## src/rtl/video_timing_pkg.sv

```systemverilog
// Shared constants, polarity codes and FSM encoding for the video timing generator.
// Defaults describe a 1080p60 raster.
package video_timing_pkg;

    localparam int DATA_WIDTH_DEFAULT = 16;
    localparam int CNT_W_DEFAULT      = 12;

    localparam int H_SYNC_1080P   = 44;
    localparam int H_BP_1080P     = 148;
    localparam int H_ACTIVE_1080P = 1920;
    localparam int H_FP_1080P     = 88;
    localparam int V_SYNC_1080P   = 5;
    localparam int V_BP_1080P     = 36;
    localparam int V_ACTIVE_1080P = 1080;
    localparam int V_FP_1080P     = 4;

    localparam logic POL_HIGH = 1'b1;
    localparam logic POL_LOW  = 1'b0;

    typedef enum logic [1:0] {
        IDLE = 2'd0,
        RUN  = 2'd1,
        STOP = 2'd2
    } state_t;

    function automatic logic in_window(input logic [31:0] pos, input int unsigned lo,
                                       input int unsigned len);
        return (pos >= lo) && (pos < lo + len);
    endfunction

endpackage

```

## src/rtl/video_timing_gen_if.sv

```systemverilog
// Video output bundle: pixel request/return to the upstream FIFO plus sync, DE and pixel out.
interface video_timing_gen_if import video_timing_pkg::*; #(
    parameter int pDATA_WIDTH = DATA_WIDTH_DEFAULT
);

    logic [pDATA_WIDTH-1:0] i_video_data;
    logic                   o_data_req;
    logic                   o_vsyn;
    logic                   o_hsyn;
    logic                   o_de;
    logic [pDATA_WIDTH-1:0] o_video_data;
    logic                   o_frame_start;

    modport master (
        input  i_video_data,
        output o_data_req, o_vsyn, o_hsyn, o_de, o_video_data, o_frame_start
    );

    modport slave (
        output i_video_data,
        input  o_data_req, o_vsyn, o_hsyn, o_de, o_video_data, o_frame_start
    );

endinterface

```

## src/rtl/video_timing_counter.sv

```systemverilog
// Modulo-pTOTAL counter with enable, terminal-count flag and a pAHEAD-step look-ahead value.
module video_timing_counter #(
    parameter int pCNT_W = 12,
    parameter int pTOTAL = 2200,
    parameter int pAHEAD = 2
) (
    input  logic              i_clk,
    input  logic              i_rst,
    input  logic              i_en,
    output logic [pCNT_W-1:0] o_cnt,
    output logic              o_tc,
    output logic [pCNT_W-1:0] o_ahead
);

    localparam logic [pCNT_W:0]   lpTOTAL = (pCNT_W+1)'(pTOTAL);
    localparam logic [pCNT_W:0]   lpAHEAD = (pCNT_W+1)'(pAHEAD);
    localparam logic [pCNT_W-1:0] lpLAST  = pCNT_W'(pTOTAL - 1);
    localparam logic [pCNT_W-1:0] lpONE   = pCNT_W'(1);

    logic [pCNT_W-1:0] r_cnt;
    logic [pCNT_W:0]   w_sum;

    always_ff @(posedge i_clk or posedge i_rst) begin
        if (i_rst) begin
            r_cnt <= '0;
        end else if (i_en) begin
            r_cnt <= o_tc ? '0 : r_cnt + lpONE;
        end
    end

    // One extra bit so the look-ahead sum cannot overflow before the modulo correction.
    assign w_sum   = {1'b0, r_cnt} + lpAHEAD;
    assign o_ahead = (w_sum >= lpTOTAL) ? pCNT_W'(w_sum - lpTOTAL) : pCNT_W'(w_sum);
    assign o_cnt   = r_cnt;
    assign o_tc    = (r_cnt == lpLAST);

endmodule

```

## src/rtl/video_timing_gen.sv

```systemverilog
// Transmit-side video timing generator: registered sync/DE/pixel outputs with a
// two-cycle look-ahead FIFO read request; a stop request always finishes the frame.
module video_timing_gen
    import video_timing_pkg::*;
#(
    parameter int   pDATA_WIDTH = DATA_WIDTH_DEFAULT,
    parameter int   pCNT_W      = CNT_W_DEFAULT,
    parameter int   pH_SYNC     = H_SYNC_1080P,
    parameter int   pH_BP       = H_BP_1080P,
    parameter int   pH_ACTIVE   = H_ACTIVE_1080P,
    parameter int   pH_FP       = H_FP_1080P,
    parameter int   pV_SYNC     = V_SYNC_1080P,
    parameter int   pV_BP       = V_BP_1080P,
    parameter int   pV_ACTIVE   = V_ACTIVE_1080P,
    parameter int   pV_FP       = V_FP_1080P,
    parameter logic pHS_POL     = POL_HIGH,
    parameter logic pVS_POL     = POL_HIGH
) (
    input  logic               i_clk,
    input  logic               i_rst,
    input  logic               i_en,
    output logic               o_busy,
    video_timing_gen_if.master vif
);

    localparam int lpH_TOTAL    = pH_SYNC + pH_BP + pH_ACTIVE + pH_FP;
    localparam int lpV_TOTAL    = pV_SYNC + pV_BP + pV_ACTIVE + pV_FP;
    localparam int lpH_DE_START = pH_SYNC + pH_BP;
    localparam int lpV_DE_START = pV_SYNC + pV_BP;
    localparam logic [pCNT_W-1:0] lpH_AHEAD = pCNT_W'(2);

    state_t r_state;
    state_t w_next;

    logic [pCNT_W-1:0] w_h, w_v, w_h_ahead, w_v_next, w_v_ahead;
    logic w_h_tc, w_v_tc, w_run, w_last, w_h_wrap, w_frame_wrap;
    logic w_hs, w_vs, w_de, w_de_ahead, w_req;

    logic                   r_hsyn, r_vsyn, r_de, r_req, r_frame_start;
    logic [pDATA_WIDTH-1:0] r_video_data;

    assign w_run  = (r_state != IDLE);
    assign w_last = w_h_tc & w_v_tc;

    video_timing_counter #(.pCNT_W(pCNT_W), .pTOTAL(lpH_TOTAL), .pAHEAD(2)) u_h_cnt (
        .i_clk  (i_clk),
        .i_rst  (i_rst),
        .i_en   (w_run),
        .o_cnt  (w_h),
        .o_tc   (w_h_tc),
        .o_ahead(w_h_ahead)
    );

    video_timing_counter #(.pCNT_W(pCNT_W), .pTOTAL(lpV_TOTAL), .pAHEAD(1)) u_v_cnt (
        .i_clk  (i_clk),
        .i_rst  (i_rst),
        .i_en   (w_run & w_h_tc),
        .o_cnt  (w_v),
        .o_tc   (w_v_tc),
        .o_ahead(w_v_next)
    );

    always_ff @(posedge i_clk or posedge i_rst) begin
        if (i_rst) begin
            r_state <= IDLE;
        end else begin
            r_state <= w_next;
        end
    end

    // A stop request only takes effect at the last position of the frame.
    always_comb begin
        w_next = r_state;
        unique case (r_state)
            IDLE:    if (i_en) w_next = RUN;
            RUN:     if (!i_en) w_next = w_last ? IDLE : STOP;
            STOP:    if (i_en) w_next = RUN;
                     else if (w_last) w_next = IDLE;
            default: w_next = IDLE;
        endcase
    end

    assign w_hs = in_window(32'(w_h), 0, pH_SYNC);
    assign w_vs = in_window(32'(w_v), 0, pV_SYNC);
    assign w_de = in_window(32'(w_h), lpH_DE_START, pH_ACTIVE)
                & in_window(32'(w_v), lpV_DE_START, pV_ACTIVE);

    // The request is DE two positions ahead; across a frame boundary it is only
    // issued while running will continue, so a stopping frame never over-reads.
    assign w_h_wrap     = (w_h_ahead < lpH_AHEAD);
    assign w_v_ahead    = w_h_wrap ? w_v_next : w_v;
    assign w_frame_wrap = w_h_wrap & w_v_tc;
    assign w_de_ahead   = in_window(32'(w_h_ahead), lpH_DE_START, pH_ACTIVE)
                        & in_window(32'(w_v_ahead), lpV_DE_START, pV_ACTIVE);
    assign w_req        = w_run & w_de_ahead & (~w_frame_wrap | i_en);

    always_ff @(posedge i_clk or posedge i_rst) begin
        if (i_rst) begin
            r_hsyn        <= ~pHS_POL;
            r_vsyn        <= ~pVS_POL;
            r_de          <= 1'b0;
            r_req         <= 1'b0;
            r_frame_start <= 1'b0;
            r_video_data  <= '0;
        end else begin
            r_hsyn        <= (w_run & w_hs) ? pHS_POL : ~pHS_POL;
            r_vsyn        <= (w_run & w_vs) ? pVS_POL : ~pVS_POL;
            r_de          <= w_run & w_de;
            r_req         <= w_req;
            r_frame_start <= w_run & (w_h == '0) & (w_v == '0);
            r_video_data  <= (w_run & w_de) ? vif.i_video_data : '0;
        end
    end

    assign vif.o_hsyn        = r_hsyn;
    assign vif.o_vsyn        = r_vsyn;
    assign vif.o_de          = r_de;
    assign vif.o_data_req    = r_req;
    assign vif.o_frame_start = r_frame_start;
    assign vif.o_video_data  = r_video_data;
    assign o_busy            = w_run;

endmodule

```

## src/flat_wrapper.sv

```systemverilog
// flat-port wrapper written by rule: the top's interface ports become plain ports
module video_timing_gen_flat import video_timing_pkg::*;
#(
    parameter int   pDATA_WIDTH = DATA_WIDTH_DEFAULT,
    parameter int   pCNT_W      = CNT_W_DEFAULT,
    parameter int   pH_SYNC     = H_SYNC_1080P,
    parameter int   pH_BP       = H_BP_1080P,
    parameter int   pH_ACTIVE   = H_ACTIVE_1080P,
    parameter int   pH_FP       = H_FP_1080P,
    parameter int   pV_SYNC     = V_SYNC_1080P,
    parameter int   pV_BP       = V_BP_1080P,
    parameter int   pV_ACTIVE   = V_ACTIVE_1080P,
    parameter int   pV_FP       = V_FP_1080P,
    parameter logic pHS_POL     = POL_HIGH,
    parameter logic pVS_POL     = POL_HIGH
)
  (i_clk, i_rst, i_en, o_busy, vif_i_video_data, vif_o_data_req, vif_o_vsyn, vif_o_hsyn, vif_o_de, vif_o_video_data, vif_o_frame_start);
  video_timing_gen_if #(.pDATA_WIDTH(pDATA_WIDTH)) vif_i ();
  input  logic i_clk;
  input  logic i_rst;
  input  logic i_en;
  output logic o_busy;
  input wire logic [$bits(vif_i.i_video_data)-1:0] vif_i_video_data;
  output wire logic [$bits(vif_i.o_data_req)-1:0] vif_o_data_req;
  output wire logic [$bits(vif_i.o_vsyn)-1:0] vif_o_vsyn;
  output wire logic [$bits(vif_i.o_hsyn)-1:0] vif_o_hsyn;
  output wire logic [$bits(vif_i.o_de)-1:0] vif_o_de;
  output wire logic [$bits(vif_i.o_video_data)-1:0] vif_o_video_data;
  output wire logic [$bits(vif_i.o_frame_start)-1:0] vif_o_frame_start;
  assign vif_i.i_video_data = vif_i_video_data;
  assign vif_o_data_req = vif_i.o_data_req;
  assign vif_o_vsyn = vif_i.o_vsyn;
  assign vif_o_hsyn = vif_i.o_hsyn;
  assign vif_o_de = vif_i.o_de;
  assign vif_o_video_data = vif_i.o_video_data;
  assign vif_o_frame_start = vif_i.o_frame_start;
  video_timing_gen #(.pDATA_WIDTH(pDATA_WIDTH), .pCNT_W(pCNT_W), .pH_SYNC(pH_SYNC), .pH_BP(pH_BP), .pH_ACTIVE(pH_ACTIVE), .pH_FP(pH_FP), .pV_SYNC(pV_SYNC), .pV_BP(pV_BP), .pV_ACTIVE(pV_ACTIVE), .pV_FP(pV_FP), .pHS_POL(pHS_POL), .pVS_POL(pVS_POL)) u_core (.i_clk(i_clk), .i_rst(i_rst), .i_en(i_en), .o_busy(o_busy), .vif(vif_i));
endmodule
```

## config.mk

```make
export PLATFORM = sky130hd
export DESIGN_NAME = video_timing_gen_flat
export DESIGN_NICKNAME = d
export VERILOG_FILES = /design/src/rtl/video_timing_pkg.sv /design/src/rtl/video_timing_gen_if.sv /design/src/rtl/video_timing_counter.sv /design/src/rtl/video_timing_gen.sv /design/src/flat_wrapper.sv
export SDC_FILE = /design/constraint.sdc
export NUM_CORES = 1
export LEC_CHECK = 0
export ABC_AREA = 1
export CORE_MARGIN = 8
export CORE_UTILIZATION = 64
export DETAILED_ROUTE_END_ITERATION = 8
export DONT_BUFFER_PORTS = 1
export PLACE_DENSITY = 0.9
export SETUP_SLACK_MARGIN = 0.2
export SLEW_MARGIN = 15
export SYNTH_ARGS = -nofsm -noshare
export SYNTH_HDL_FRONTEND = slang
export SYNTH_SLANG_ARGS = --single-unit
```

## constraint.sdc

```tcl
create_clock -name i_clk -period 3.1 [get_ports i_clk]
set_input_delay 0.62 -clock i_clk [delete_from_list [all_inputs] [get_ports i_clk]]
set_output_delay 0.62 -clock i_clk [all_outputs]
set_load 0.03 [all_outputs]
```

==> results.py <==
metrics = {
    "sta": {
        "min_period_ps": 2992,
        "finalCritPeriodShare_pct": 96.53,
        "slew_viol_final": 0,
        "rsz0062_at_grt": "true",
        "slew_headroom_pct": 36.60,
        "skew_ps": 18.06,
        "setup_viol": 0,
        "fmaxAchievable_mhz": 334.2,
        "finalHoldViolCount": 0,
        "tightest_slew_ps": 949.7,
    },
    "routing": {
        "via_per_inst": 5.915,
        "vias": 3738,
        "drt_wl_total_um": 9921,
        "wl_per_cell_um": 15.70,
        "drt_pass1_iterations": 7,
        "dr.first_iter.drc_count": 385,
        "drcViolationCount": 0,
        "antenna_left": 0,
    },
    "logic_synthesis": {
        "ys_types": 36,
        "synth_xor_area_share_pct": 2.911,
        "yosys_register_bits": 47,
        "synth.top_cell.area_share_pct": 32.57,
        "syn_avg_cell_area_um2": 6.775,
        "ys.warnings.count": 0,
        "syn_area_mm2": 0.003611,
        "syn_nets": 562,
        "synth_compound_area_share_pct": 8.385,
        "synthTopCellsByArea": "dfrtp_1 (33%), nand2_1 (13%), inv_1 (8.7%), nor2_1 (7.3%), nand3_1 (6.4%)",
        "synth.largest_area_cell": "dfrtp_1",
        "synth_top_family_by_area": "simple AND/OR/NAND/NOR gates",
        "synth_edf_count": 0,
        "synth-seq-area-share_pct": 32.57,
        "synthAdderAreaFrac_pct": 3.465,
        "ys_top_cells_by_count": "nand2_1 (129), inv_1 (84), nor2_1 (70), dfrtp_1 (47), nand3_1 (46)",
        "yosysMostFrequentCell": "nand2_1",
        "async_reset_ff_share_pct": 100.0,
        "synthSimpleGateAreaFrac_pct": 41.79,
        "synth-main-ff-cell": "dfrtp_1",
        "synthCells": 533,
        "synth_mux_area_share_pct": 0,
    },
    "worst_setup_path": {
        "cp.arrival_ps": 3200,
        "required_ps": 3310,
        "r2r-start": "u_core.u_h_cnt.o_cnt[2]$_DFFE_PP0P_",
        "r2r_slack_ps": 110,
        "cp-end-kind": "register",
        "r2r_end": "u_core.vif.o_data_req$_DFF_PP0_",
        "crit_start": "u_core.u_h_cnt.o_cnt[2]$_DFFE_PP0P_",
        "rr_worst_depth": 24,
        "critPathMaxFanout": 8,
        "path_class": "register to register",
        "worstSetupStartpointType": "register",
    },
    "global_routing": {
        "antenna_found_initial": 0,
        "grt_usage_pct": 21.57,
        "grt-ovfl-total": 0,
        "grt_first_pass_wirelength_um": 15120,
        "grt_pass1_vias": 3342,
        "grt_max_degree": 48,
    },
    "clocking": {
        "cts_tree": "yes",
        "h-tree-depth": 2,
        "cts_made_buffers": 5,
        "cts_buffer_depth": 2,
        "insertion_delay_ps": 310,
        "path_clk_slew_ps": 110,
        "cts_sinks": 47,
        "root_buffer": "clkbuf_8",
    },
    "run": {
        "maxCapViolations": 0,
    },
    "finish": {
        "fin_cells": 632,
        "syn2layout_area_growth_pct": 16.53,
        "drive_above_1_share_pct": 21.43,
        "fin_nets": 588,
        "fin_area_mm2": 0.004208,
        "antenna_cells": 0,
    },
    "power": {
        "power_density_mw_per_mm2": 578.5,
        "power_leakage_uw": 0.002078,
        "irDropWorstVdd_uv": 520.2,
    },
    "worst_hold_path": {
        "hold_path_class": "primary input to async pin",
    },
    "placed_design": {
        "placed_area_mm2": 0.003714,
        "portBuffers": 0,
        "hpwl_um": 6790,
        "gp_congestion": 0.9984,
        "dp_cells": 603,
    },
    "floorplan": {
        "design.die.area_mm2": 0.008302,
        "die_x_um": 91.12,
        "dieHeight_um": 91.12,
        "pin_count": 41,
        "initial_core_util_pct": 65.98,
        "num_rows": 27,
        "coreArea_mm2": 0.005473,
    },
    "status": {
        "status": "finished, final reports clean",
    },
}
## layout make-up
| type | instances | area (µm²) |
|---|---|---|
| inverter | 88 | 330.3 |
| clock inverter | 3 | 28.78 |
| timing repair buffer | 30 | 246.5 |
| tap | 72 | 90.09 |
| multi-input combinational | 387 | 2252 |
| fill | 387 | 1265 |
| sequential | 47 | 1191 |
| clock buffer | 5 | 68.82 |
## logic make-up after synthesis
| kind of cell | Yosys count |
|---|---|
| AND/OR/NAND/NOR | 314 |
| buffers and inverters | 100 |
| adder cells (fa/ha/maj) | 10 |
| AO/OA/AOI/OAI | 50 |
| flip-flops | 47 |
| XOR/XNOR | 12 |
## flip-flops by register name, indices dropped and copies added (netlist names)
register                  cells
u_core.r_state                2
u_core.u_h_cnt.o_cnt         12
u_core.vif.o_vsyn             1
u_core.vif.o_de               1
u_core.vif.o_frame_start      1
u_core.u_v_cnt.o_cnt         12
u_core.vif.o_data_req         1
u_core.vif.o_video_data      16
u_core.vif.o_hsyn             1
## through the flow
stage | TNS, ps | power [µW] | setup WS, ps | utilization, % | hold slack (ps)
detailed placement | 0 | 1675 | 79.96 | 67.86 | 465.0
finish | 0 | 2434 | 107.6 | 76.89 | 399.4
global placement | 0 | 1654 | 215.4 | 67.86 | 450.4
CTS | 0 | 2114 | 206.0 | 70.67 | 403.0
floorplan | 0 | 1477 | 252.5 | - | 437.5
global route | -20.13 | 2571 | -20.13 | 76.89 | 397.5
## cell usage in the layout, fill, tap and decap left out, types with 5 or more instances in the layout
| cell type | instances |
|---|---|
| a21oi_1 | 14 |
| buf_4 | 25 |
| clkbuf_8 | 5 |
| dfrtp_1 | 35 |
| dfrtp_2 | 12 |
| ha_1 | 7 |
| inv_1 | 79 |
| inv_2 | 8 |
| nand2_1 | 115 |
| nand2_2 | 21 |
| nand2_4 | 6 |
| nand3_1 | 36 |
| nand3_2 | 8 |
| nand3_4 | 6 |
| nand3b_1 | 5 |
| nand4_1 | 24 |
| nor2_1 | 66 |
| nor2_2 | 6 |
| nor2_4 | 7 |
| nor3_1 | 7 |
| nor4_1 | 5 |
| o21ai_0 | 14 |
| o22ai_1 | 9 |
| xor2_1 | 8 |
## critical path, cell delays in order, from the launching register on
cell	delay, ps
dfrtp_2	470
ha_4	190
inv_1	50
nand2_1	70
nand2_2	110
inv_2	50
ha_4	160
nor2_4	90
nand2_1	70
nand2_2	120
nand2_4	90
nand2_8	100
nand3_4	140
nand2_1	100
nand2_1	60
nand2_2	80
nand2_4	70
nor2_4	180
nand3_2	100
nand2_2	110
nand2_1	100
nor2_1	140
nand2_1	70
nand3_1	90
nor2_1	50
## per-layer routing
layer  share of wire (%)  track usage (%)
met5                   0                0
met4                 3.8            6.821
met3                 8.7            4.938
met2                  47            35.01
met1                  41            27.75
## worst max path at each step
stage,depth (start not counted),endpoint
global route,21,u_core.vif.o_data_req$_DFF_PP0_
global placement,24,u_core.vif.o_data_req$_DFF_PP0_
floorplan,25,u_core.vif.o_data_req$_DFF_PP0_
finish,24,u_core.vif.o_data_req$_DFF_PP0_
detailed placement,24,u_core.vif.o_data_req$_DFF_PP0_
CTS,23,u_core.vif.o_data_req$_DFF_PP0_
## where the power goes
| part | switching [µW] | internal, µW |
|---|---|---|
| clock network | 237 | 171 |
| logic | 766 | 460 |
| registers | 121 | 679 |
## timing repair
action,4_1_cts,5_1_grt
endpoints found under the setup margin,1,1
cloned,1,0
hold buffers,0,0
setup buffers,5,15
resized for setup,4,61
pin swaps,4,28
Note: power is estimated with default switching activity, not from simulation.
